===== src/rtl/nor_tree_pipe.sv =====
`default_nettype none
// ============================================================================
// nor_tree_pipe : pipelined FANIN-ary OR/NOR reduction with valid/ready stall
// Revision 1.0
// ============================================================================
module nor_tree_pipe #(
  parameter int WIDTH  = 9,
  parameter int FANIN  = 3,
  parameter int INVERT = 1
) (
  input  logic             ck,
  input  logic             rst,
  input  logic [WIDTH-1:0] i,
  input  logic [WIDTH-1:0] msk,
  input  logic             i_valid,
  output logic             i_ready,
  output logic             nq,
  output logic             nq_valid,
  input  logic             nq_ready
);

  function automatic int n_at(input int k);
    int n;
    n = WIDTH;
    for (int j = 0; j < k; j++) n = (n + FANIN - 1) / FANIN;
    return n;
  endfunction

  function automatic int levels_f();
    int n;
    int lv;
    n  = WIDTH;
    lv = 0;
    while (lv == 0 || n > 1) begin
      n  = (n + FANIN - 1) / FANIN;
      lv = lv + 1;
    end
    return lv;
  endfunction

  // Bit offset of level k in the concatenation {level L-1, ..., level 1, leaves}
  function automatic int pos_at(input int k);
    int s;
    s = 0;
    for (int j = 0; j < k; j++) s = s + n_at(j);
    return s;
  endfunction

  localparam int LEVELS = levels_f();
  localparam int TOT    = pos_at(LEVELS + 1) - WIDTH;
  localparam int CHW    = pos_at(LEVELS);

  logic [TOT-1:0]    data_q, data_d;
  logic [LEVELS-1:0] v_q, v_d;
  logic [TOT-1:0]    w_nodes;
  logic [WIDTH-1:0]  w_leaves;
  logic [CHW-1:0]    w_chain;
  logic              w_adv;

  assign w_leaves = i & ~msk;

  if (LEVELS == 1) begin : g_chain_leaf
    assign w_chain = w_leaves;
  end else begin : g_chain_tree
    assign w_chain = {data_q[TOT-2:0], w_leaves};
  end

  for (genvar k = 1; k <= LEVELS; k++) begin : g_level
    localparam int NP  = n_at(k - 1);
    localparam int NK  = n_at(k);
    localparam int SRC = pos_at(k - 1);
    localparam int DST = pos_at(k) - WIDTH;
    for (genvar m = 0; m < NK; m++) begin : g_node
      // The last node of a level may see fewer than FANIN inputs; missing ones act as 0
      localparam int LO  = m * FANIN;
      localparam int CNT = (LO + FANIN > NP) ? (NP - LO) : FANIN;
      assign w_nodes[DST+m] = |w_chain[SRC+LO +: CNT];
    end
  end

  assign w_adv    = ~v_q[LEVELS-1] | nq_ready;
  assign i_ready  = w_adv;
  assign nq_valid = v_q[LEVELS-1];

  if (INVERT != 0) begin : g_inv
    assign nq = ~data_q[TOT-1];
  end else begin : g_pass
    assign nq = data_q[TOT-1];
  end

  always_comb begin
    data_d = data_q;
    v_d    = v_q;
    if (w_adv) begin
      data_d = w_nodes;
      v_d[0] = i_valid;
      for (int k = 1; k < LEVELS; k++) v_d[k] = v_q[k-1];
    end
  end

  always_ff @(posedge ck) begin
    if (rst) begin
      data_q <= '0;
      v_q    <= '0;
    end else begin
      data_q <= data_d;
      v_q    <= v_d;
    end
  end

endmodule
`default_nettype wire


===== config.mk =====
export PLATFORM = sky130hd
export DESIGN_NAME = nor_tree_pipe
export DESIGN_NICKNAME = d
export VERILOG_FILES = /design/src/rtl/nor_tree_pipe.sv
export SDC_FILE = /design/constraint.sdc
export NUM_CORES = 1
export LEC_CHECK = 0
export ABC_AREA = 1
export CAP_MARGIN = 40
export CORE_AREA = 2 2 39 41
export CTS_CLUSTER_DIAMETER = 150
export DETAILED_ROUTE_END_ITERATION = 6
export DIE_AREA = 0 0 41 43
export GPL_ROUTABILITY_DRIVEN = 0
export HOLD_SLACK_MARGIN = 0.06
export PLACE_DENSITY = 0.65
export SLEW_MARGIN = 25
export SYNTH_ARGS = -nofsm -noshare
export SYNTH_HDL_FRONTEND = slang
export SYNTH_SLANG_ARGS = --single-unit

===== constraint.sdc =====
create_clock -name ck -period 0.8 [get_ports ck]
set_input_delay 0.24 -clock ck [delete_from_list [all_inputs] [get_ports ck]]
set_output_delay 0.24 -clock ck [all_outputs]
set_load 0.05 [all_outputs]

After elaboration in Yosys (flattened, before gate mapping):

Cells that the tools add are included.

* mux-type cells: 0
* add/sub/neg operators: 0
* shifts and indexed selects: 0
* divide/modulo/power cells: 0
* equality and inequality tests: 0
* bitwise gates (word level): 5
* $lt $le $gt $ge: 0
* multiply operators: 0
* reduce and logical (&&, ||, !) cells: 4

Operators with widths (number)
* $reduce_or A3 Y1: 4
* $and A9 B9 Y9: 1
* $not A9 Y9: 1
* $not A1 Y1: 2
* $or A1 B1 Y1: 1

* bits in registers: 6
* memories: 0
* bits in writable memories: 0
* memory bits (read-only): 0
* latch bits: 0

Depth between registers and ports, before layout:

* depth in word-level cells: 3
* mapped depth: 5
* mapped depth without buffers: 5

Worst setup path after synthesis:

Ideal clock, no wire load.

* path type: reg-to-reg
* start point: register v_q[1]
* end point: register data_q[3]
* arrival: 1243 ps
* setup time: 117 ps
* cell stages (with the launch flop): 4
* required time: 683 ps
* slack: -560 ps
* buffers on the path: 0
* period minus slack after synthesis: 1360 ps
* path through: dfxtp_1 nand2_2 o21ai_0 nor2_1

* word-level cells in the longest chain between the ends: 2

Ends and longest elaborated chain
* from (decl): RTL line 54 `logic [LEVELS-1:0] v_q, v_d;`
* from (signal assigned): RTL line 107 `v_q <= v_d;`
* $not A1 Y1: RTL line 81 `assign w_adv = ~v_q[LEVELS-1] | nq_ready;`
* $or A1 B1 Y1: RTL line 81
* net i_ready: RTL line 16 `output logic i_ready,`
* to (signal assigned): RTL line 106 `data_q <= data_d;`
* to (decl): RTL line 53 `logic [TOT-1:0] data_q, data_d;`

The timed path passes the listed nets, and every way through them passes these cells.
A chain may end at the register's enable or synchronous reset.

Worst setup path in the final report:

* start point: register v_q[1]
* end point: output i_ready

* word-level cells in the longest chain between the ends: 2

Ends and longest elaborated chain (RTL line)
* $not A1 Y1: 81
* $or A1 B1 Y1: 81
* to (decl): 16

Every way passes these cells.

==> flow_summary.ini <==
[outcome]
outcome = finished with violations
violations = setup timing

[timing]
grt_setup_unrepaired = yes
hold_slack_ps = 464
layout_min_cycle_time_ps = 1070
finalSetupTns_ps = -1330
worstMarginPinSlew_ps = 140
slew_headroom_pct = 90.7
worst_slack_ps = -270
finalSetupViolations = 9
slew_violations = 0
max_freq_mhz = 935
finalHoldViolCount = 0
skew_ps = 1.66
fin_crit_sh_pct = 134

[place]
dpl.cell_count = 101
dpl.hpwl_um = 599
port_buffers = 24
placed_area_um2 = 657
post-place-ws_ps = -497

[floorplanning]
ioPinCount = 25
core.rowCount = 14
die_h_um = 43
floorplan.initialDensity_pct = 24.3
die_x_um = 41
dieArea_mm2 = 0.00176
core_area_mm2 = 0.00138

[routing]
viasPerCell = 3.74
dr.first_iter.drc_count = 1
drc = 0
detail-route-antenna-nets = 0
firstDrtPassIters = 2
routed_wl_um = 697
wl_per_cell_um = 6.51
vias = 400

[critical_path]
r2r_cells = 6
start_kind = flop
critPathKind = flop to output pin
arrival_ps = 830
crit_path_end_kind = output pin
worstReg2RegEnd = data_q[2]
r2r_start = v_q[1]
critPathRequiredTime_ps = 560
worstPathMaxFanout = 3
r2r_slack_ps = -130

[clocking]
htree_levels = 1
clk_pin_slew_ps = 50
clock-sinks = 6
cts_hold_buf = 0
insertion_delay_ps = 240
cts_tree = done
cts_buffers = 3
cts_root_buffer = clkbuf_4
cts_buffer_depth = 2

[power_and_ir_drop]
ir_drop_v = 0.000556
leakage_nw = 0.358
power.total_mw = 0.940
p_per_area_mw_per_mm2 = 1350

[final_layout]
final_util_pct = 50.4
layout-drive-gt1-share_pct = 17.6
syn_to_final_growth_pct = 107
layout_commonest_cell = nand2_1
final_cell_area_um2 = 697
finalNetCount = 114
stdcell_count = 107
final_cell_mix = 21 x nand2_1, 20 x clkdlybuf4s50_1, 13 x inv_1
antenna_cells = 0

[synthesis]
synth_warnings = 0
netlist_instances = 60
syn_nets = 82
synth-seq-area-share_pct = 35.7
ys_ff_latch = 6
synth.distinct_cells = 8
avgSynthCellArea_um2 = 5.61
syn_area_um2 = 337

[global_route]
grt_max_degree = 7
grt-ovfl-total = 0
grt_pass1_wl_mm = 1.30
track_usage_pct = 10.5
antenna_found_initial = 0
grt_pass1_vias = 375

[worst_hold_path]
hold_depth = 2
min_to = v_q[1]
hp-start = v_q[0]
hold_class = flop to flop

[flow_run]
drv_cap = 0
==> layout make-up <==
type,count,area [µm²]
timing repair buffer,27,292
tap,16,20.0
fill,149,687
sequential,6,125
inverter,16,63.8
clock buffer,4,26.3
multi-input combinational,38,170
==> power by group <==
part           internal (mW)  switching [mW]  total, mW
registers              0.327          0.0186      0.345
logic                  0.176           0.120      0.296
clock network          0.189           0.110      0.299
total                  0.692           0.248      0.940
==> worst max-delay path, stage by stage, from the launching register on <==
cell,delay (ps)
dfxtp_4,390
nand2_8,60
buf_12,140
==> Yosys cell counts (all sizes together) <==
cell,number,area share [%]
inv,16,18
o21ai,2,3.0
nand2,22,25
nor2,13,17
nand3,1,1.5
dfxtp,6,36
==> state kept, by name, indices dropped and copies added (netlist names) <==
name / cells
data_q: 4
v_q: 2
==> layer usage <==
| layer | vias up | track usage (%) | part of all wire (%) |
|---|---|---|---|
| met4 | 0 | 6.00 | 0 |
| li1 | 228 | - | - |
| met3 | 0 | 3.14 | 12 |
| met1 | 152 | 12.5 | 41 |
| met5 | - | 0 | 0 |
| met2 | 20 | 15.9 | 46 |
==> worst max-delay path by stage <==
stage,slack [ps],startpoint,end,cells after the start
after floorplan,-90,v_q[1],data_q[0],5
after global placement,-480,nq_ready,i_ready,4
after detailed placement,-500,nq_ready,i_ready,4
after CTS,-280,v_q[1],i_ready,2
after global routing,-300,v_q[1],i_ready,2
final,-270,v_q[1],i_ready,2
==> what timing repair did <==
item                       CTS  global route
resized for setup            2             0
setup endpoints to repair    9             9
buffers inserted             2             1
pin swaps                    1             4
cloned                       0             0
==> logic make-up after synthesis <==
group           Yosys count  synth area share [%]
compound gates            2                  2.97
buf+inv                  16                  17.8
flops                     6                  35.7
simple gates             36                  43.5
Power figures use the tool's default switching activity.
